--- config.mk ---
export PLATFORM = sky130hd
export DESIGN_NAME = da_shift_accumulator
export DESIGN_NICKNAME = d
export VERILOG_FILES = /design/src/rtl/da_shift_accumulator.sv
export SDC_FILE = /design/constraint.sdc
export NUM_CORES = 1
export LEC_CHECK = 0
export CORE_MARGIN = 8
export CORE_UTILIZATION = 57
export DETAILED_ROUTE_END_ITERATION = 8
export PLACE_DENSITY = 0.8
export SYNTH_ARGS = -nofsm -noshare
export SYNTH_HDL_FRONTEND = slang
export SYNTH_SLANG_ARGS = --single-unit
export TNS_END_PERCENT = 20
--- constraint.sdc ---
create_clock -name clk -period 6.45 [get_ports clk]
set_input_delay 1.29 -clock clk [delete_from_list [all_inputs] [get_ports clk]]
set_output_delay 1.29 -clock clk [all_outputs]
set_load 0.005 [all_outputs]
--- src/rtl/da_shift_accumulator.sv ---
// Bit-serial shift-accumulator for the distributed-arithmetic datapath: folds one
// signed LUT partial sum per activation bit-plane (LSB first) into a dot product.
module da_shift_accumulator #(
  parameter int K            = 8,
  parameter int DATA_WIDTH_B = 8,
  parameter int DATA_WIDTH_A = 8,
  parameter int SIGNED_A     = 1,
  parameter int LUT_W        = DATA_WIDTH_B + $clog2(K) + 1,
  parameter int ACC_W        = LUT_W + DATA_WIDTH_A,
  localparam int IDX_W       = $clog2(DATA_WIDTH_A)
) (
  input  logic                    clk,
  input  logic                    rst,
  input  logic                    clear,
  input  logic                    in_valid,
  output logic                    in_ready,
  input  logic [LUT_W-1:0]        lut_in,
  output logic [IDX_W-1:0]        plane_idx,
  output logic                    out_valid,
  input  logic                    out_ready,
  output logic [ACC_W-1:0]        result,
  output logic                    busy
);

  typedef enum logic [1:0] {
    IDLE  = 2'd0,
    ACCUM = 2'd1,
    HOLD  = 2'd2
  } state_t;

  localparam logic [IDX_W-1:0] LAST_IDX = IDX_W'(DATA_WIDTH_A - 1);
  localparam logic [IDX_W-1:0] IDX_ONE  = IDX_W'(1);

  state_t                   state_reg, state_next;
  logic signed [ACC_W-1:0]  acc_reg, acc_next;
  logic [IDX_W-1:0]         idx_reg, idx_next;
  logic signed [ACC_W-1:0]  result_reg, result_next;

  logic                     ready_int;
  logic                     beat;
  logic                     last_plane;
  logic signed [ACC_W-1:0]  lut_ext;
  logic signed [ACC_W-1:0]  shifted;
  logic signed [ACC_W-1:0]  term;

  // Acceptance depends on out_ready so a new frame can start as a result drains.
  assign ready_int  = (state_reg != HOLD) || out_ready;
  assign beat       = in_valid && ready_int && !clear;
  assign last_plane = (idx_reg == LAST_IDX);
  assign lut_ext    = {{(ACC_W - LUT_W){lut_in[LUT_W-1]}}, lut_in};
  assign shifted    = lut_ext << idx_reg;
  // The MSB plane of a two's-complement activation carries negative weight.
  assign term       = ((SIGNED_A != 0) && last_plane) ? -shifted : shifted;

  always_ff @(posedge clk or negedge rst) begin
    if (!rst) begin
      state_reg  <= IDLE;
      acc_reg    <= '0;
      idx_reg    <= '0;
      result_reg <= '0;
    end else begin
      state_reg  <= state_next;
      acc_reg    <= acc_next;
      idx_reg    <= idx_next;
      result_reg <= result_next;
    end
  end

  always_comb begin
    state_next  = state_reg;
    acc_next    = acc_reg;
    idx_next    = idx_reg;
    result_next = result_reg;

    if (clear) begin
      acc_next = '0;
      idx_next = '0;
      if (state_reg == ACCUM) begin
        state_next = IDLE;
      end else if ((state_reg == HOLD) && out_ready) begin
        state_next = IDLE;
      end
    end else begin
      case (state_reg)
        IDLE: begin
          if (beat) begin
            acc_next   = term;
            idx_next   = IDX_ONE;
            state_next = ACCUM;
          end
        end
        ACCUM: begin
          if (beat) begin
            if (last_plane) begin
              result_next = acc_reg + term;
              acc_next    = '0;
              idx_next    = '0;
              state_next  = HOLD;
            end else begin
              acc_next = acc_reg + term;
              idx_next = idx_reg + IDX_ONE;
            end
          end
        end
        HOLD: begin
          if (out_ready) begin
            if (beat) begin
              acc_next   = term;
              idx_next   = IDX_ONE;
              state_next = ACCUM;
            end else begin
              state_next = IDLE;
            end
          end
        end
        default: begin
          state_next = IDLE;
          acc_next   = '0;
          idx_next   = '0;
        end
      endcase
    end
  end

  always_comb begin
    in_ready  = ready_int;
    out_valid = (state_reg == HOLD);
    busy      = (state_reg == ACCUM);
    plane_idx = idx_reg;
    result    = result_reg;
  end

endmodule

## Word-level counts from Yosys, hierarchy flattened

Index checks and enable logic that the tools add are counted.

- $add $sub $neg: 3
- Eq/ne operators: 9
- Shift-type cells: 1
- Muxes and demuxes: 22
- Bitwise logic cells: 1
- Reductions and logical operators: 9

Operator list:

| operator | count |
|---|---|
| $mux 20 | 6 |
| $pmux 20 s3 | 1 |
| $add 20x20->20 | 1 |
| $neg 20->20 | 1 |
| $shl 20x3->20 | 1 |
| $mux 3 | 5 |
| $mux 2 | 7 |
| $ne 3x2->1 const B | 3 |
| $pmux 3 s3 | 1 |
| $pmux 2 s3 | 1 |
| $reduce_and 5->1 | 1 |
| $reduce_and 4->1 | 1 |
| $add 3x1->3 const B | 1 |
| $eq 3x3->1 const B | 1 |
| $logic_and 1x1->1 | 3 |
| $ne 3x1->1 const B | 1 |
| $ne 3x3->1 const B | 1 |
| $eq 2x1->1 const B | 1 |
| $eq 2x2->1 const B | 1 |
| $logic_not 2->1 | 1 |
| $ne 2x2->1 const B | 1 |
| $reduce_and 2->1 | 1 |
| $logic_not 1->1 | 1 |
| $logic_or 1x1->1 | 1 |
| 2 further kinds | 2 |

- Register bits after elaboration: 45
- Input port bits: 17
- Output and inout port bits: 26
- Logic and storage cells: 49

## Longest topological paths before layout

- Word-level depth: 8
- Mapped depth: 18
- Gate-level depth less buffers: 15

## Least setup slack after synthesis

Ideal clock, no wire load.

- Kind: input to register
- Start point: in lut_in[0]
- End point: reg acc_reg[19]
- Setup time: 0.124 ns
- Data arrival time: 4.667 ns
- Data required time: 6.326 ns
- Path slack: 1.659 ns
- Stages on the path: 16
- Path buffers: 1
- Cell sequence: mux4_2 -> and2_1 -> a31oi_2 -> nand3_1 -> or3_1 -> buf_2 -> a311o_1 -> a211oi_2 -> inv_1 -> ha_1 -> nand2_1 -> o21ai_0 -> a41o_1 -> o41ai_1 -> o41a_1 -> nand3_1

- Word-level cells in the longest chain between the ends: 8
- Elaborated cells between the ends (all ways): 10
- Classes of those cells: add/sub (2); shift (1); mux (7)

Ends and longest elaborated chain:

| what | line | RTL |
|---|---|---|
| start: declaration | 17 | `input logic [LUT_W-1:0] lut_in,` |
| $shl 20x3->20 (*) | 51 | `assign shifted = lut_ext << idx_reg;` |
| $neg 20->20 | 53 | `assign term = ((SIGNED_A != 0) && last_plane) ? -shifted : shifted;` |
| $mux 20 (*) | 53 |  |
| $add 20x20->20 | 100 | `acc_next = acc_reg + term;` |
| $mux 20 | 94 | `if (last_plane) begin` |
| $mux 20 | 93 | `if (beat) begin` |
| $pmux 20 s3 (*) | 84 | `case (state_reg)` |
| $mux 20 (*) | 75 | `if (clear) begin` |
| end signal: assignment | 63 | `acc_reg <= acc_next;` |
| end: declaration | 35 | `logic signed [ACC_W-1:0] acc_reg, acc_next;` |

Every way passes the cells marked *; elsewhere a longest branch is shown, timed or not. The select of a mux whose other input is x is not followed.
A chain may end at the register's enable or synchronous reset.

## Worst setup path after layout

- Start point: in lut_in[4]
- End point: reg acc_reg[19]

The elaborated chain is that of the path after synthesis.

==> summary.md <==
| Metric | Value |
|---|---|
| Status | finished, final reports clean |
| CTS clk-pin slew, worst paths | about 0.09 ns |
| Syn avg cell area | 8.59 um^2 |
| Die Wd | 99.7 um |
| Fillers | roughly 570 |
| LEAKAGE | 0.00202 uW |
| Top cells by area, synth | dfrtp_1, ha_1, nand2_1, mux2_2, xnor2_1 |
| Resized Gates After CTS | 0 |
| Worst-Margin Slew | about 1.1 ns |
| Antenna violations before repair | 0 |
| Crit end category | flip-flop |
| CP startpoint kind | input pin |
| Hold crit path type | reg -> reg |
| Starting DRC count in detailed routing | 251 |
| Hold slack | 0.478 ns |
| Initial Util | 0.588 |
| Routed length per instance | approximately 18 um |
| Detailed-route DRC error count | 0 |
| Netlist cell types | 66 |
| Diode count | 0 |
| Max cap viols | 0 |
| Critical path class | in -> reg |
| Rel. slew slack | 0.280 |
| Vias in the first global route | 3,518 |
| Routability Congestion | 0.900 |
| Clk pwr share | 0.224 |
| Final min period | 5.48 ns |
| Post-CTS setup buffer count | 0 |
| I/O Pins | 43 |
| Pint | around 520 uW |
| Height of the die | 99.7 um |
| Rows | 30 |
| Core area | 6790 um^2 |
| Crit path DAT | 5.67 ns |
| RSZ-0062 raised after global routing | no |
| Worst-Skew Late Latency | 0.30 ns |
| Post-Syn Nets | 505 |
| Die area | 9940 um^2 |
| Mapped cell area | 3990 um^2 |
| Skew final | 0.0112 ns |
| Pins Over Slew Limit | 0 |
| Ys async rst share | 1.00 |
| Largest net degree at the start of global routing | 46 |
| Cells after synthesis | 465 |
| CTS max path bufs | 2 |
| Root Driver | clkbuf_8 |
| Hold Buf Count CTS | 0 |
| Worst Path Required | 6.64 ns |
| Worst Path Max Fanout | 6 |
| Sw Ratio | 0.346 |
| H-tree depth reported by CTS | 2 |
| Layout cells sized above 1 | 0.0865 |
| Worst vdd ir | 104 uV |
| Pwr/cell area | 173 nW/um^2 |
| Most numerous cell in the Yosys netlist | nand2_1 |
| P_sw | 273 uW |
| Global-route wire length before repair | 17.2 mm |
| Post-synth top area share | 0.282 |
| Total Wirelength | 10.4 mm |
| CTS tree | yes |
| First-pass DRT Iterations | 4 |
| CTS sink cnt | 45 |
| Vias post-DR | 3,692 |
| Final nets | 537 |
| Register bit total from synthesis | 45 |
| Post-synth top cells | nand2_1, dfrtp_1, nor2_1 |
| Most used flip-flop cell after synthesis | dfrtp_1 |
| Port Buffer Count | 42 |
| DP HPWL | 7.74 mm |
| Final count of negative-setup-slack endpoints | 0 |
| Num CTS Buffers | 5 |
| Number of synthesized flops with an enable pin | 0 |
| Fin crit share | 0.850 |
| Flop pwr share | 0.400 |
| Fmax | about 0.18 GHz |
| Layout area overhead | 14.2% |
| Grt total ovfl | 0 |
| GRT Util Overall | 0.210 |
| Final Util | 0.671 |
| Logic pwr share | 0.376 |
| Setup TNS | 0 ns |
| Seq/Total Area, Yosys | 0.282 |
| Yosys top cell by area | dfrtp_1 |
| Fin. Hold Viols | 0 |
| Post-route ant nets | 0 |
| Synth Warn # | 0 |
| Design Power | 789 uW |
| Via/cell ratio | 6.23 |
[per-layer routing]
metal  part of all wire  track usage
met1               0.45        0.275
met5                  0            0
met2               0.46        0.339
met4              0.017       0.0617
met3              0.071       0.0405
[area by class of cell]
| class | count | area (um^2) | area share |
|---|---|---|---|
| clock buffer | 7 | 86.3 | 0.0189 |
| sequential | 45 | 1130 | 0.247 |
| inverter | 15 | 56.3 | 0.0123 |
| timing repair buffer | 47 | 453 | 0.0993 |
| tap | 96 | 120 | 0.0263 |
| multi-input combinational | 383 | 2720 | 0.596 |
[worst max-delay path, stage by stage]
cell and delay (ns):
clkdlybuf4s50_1 0.51, mux4_2 0.53, and2_1 0.19, a31oi_2 0.23
nand3_1 0.17, or3_1 0.53, a311o_1 0.41, a211oi_2 0.23
inv_1 0.08, ha_1 0.34, nand2_1 0.08, o21ai_0 0.08
a41o_1 0.23, o41ai_1 0.49, o41a_1 0.20, nand3_1 0.08
[kinds of logic (layout without fill, tap and decap cells)]
family / after synthesis / after routing / synth area share
compound gates: 129 / 129 / 0.226
xor+xnor: 30 / 30 / 0.0658
fa+ha+maj: 23 / 23 / 0.0739
buf+inv: 37 / 69 / 0.0376
flops: 45 / 45 / 0.282
mux: 42 / 42 / 0.125
simple gates: 159 / 159 / 0.190
[per-stage QoR]
| step | setup WS (ns) | cell area, um^2 | instances |
|---|---|---|---|
| after CTS | 1.01 | 4560 | 593 |
| after global routing | 0.661 | 4560 | 593 |
| after floorplan | 1.66 | 3990 | 465 |
| final | 0.966 | 4560 | 593 |
| after detailed placement | 0.724 | 4470 | 586 |
| after global placement | 0.915 | 4470 | 586 |
[cells in the final DEF, fill, tap and decap left out, types with 14 or more instances in the layout]
| master | count |
|---|---|
| a21oi_1 | 25 |
| clkdlybuf4s50_1 | 41 |
| dfrtp_1 | 45 |
| ha_1 | 22 |
| inv_1 | 14 |
| mux2_2 | 18 |
| mux2i_1 | 17 |
| nand2_1 | 60 |
| nor2_1 | 28 |
| o21ai_0 | 27 |
| xnor2_1 | 20 |
[path summary, 6_finish.rpt]
kind	startpoint	endpoint	slack (ns)	depth (start not counted)
setup / recovery	lut_in[4]	acc_reg[19]$_DFFE_PN0P_	0.97	16
hold / removal	result[0]$_DFFE_PN0P_	result[0]$_DFFE_PN0P_	0.48	2
setup reg to reg	plane_idx[0]$_DFFE_PN0P_	acc_reg[19]$_DFFE_PN0P_	1.42	16
hold reg to reg	result[0]$_DFFE_PN0P_	result[0]$_DFFE_PN0P_	0.48	2
max in group asynchronous	rst	acc_reg[17]$_DFFE_PN0P_	4.66	1
min in group asynchronous	rst	acc_reg[10]$_DFFE_PN0P_	1.16	1
[power groups by stage]
stage,sequential (uW),combinational [uW],clock (uW)
after detailed placement,321,290,0
after global routing,318,329,191
after CTS,315,293,182
final,315,296,177
after floorplan,316,212,0
after global placement,319,283,0
No activity file was read; power rests on OpenSTA's default activity.
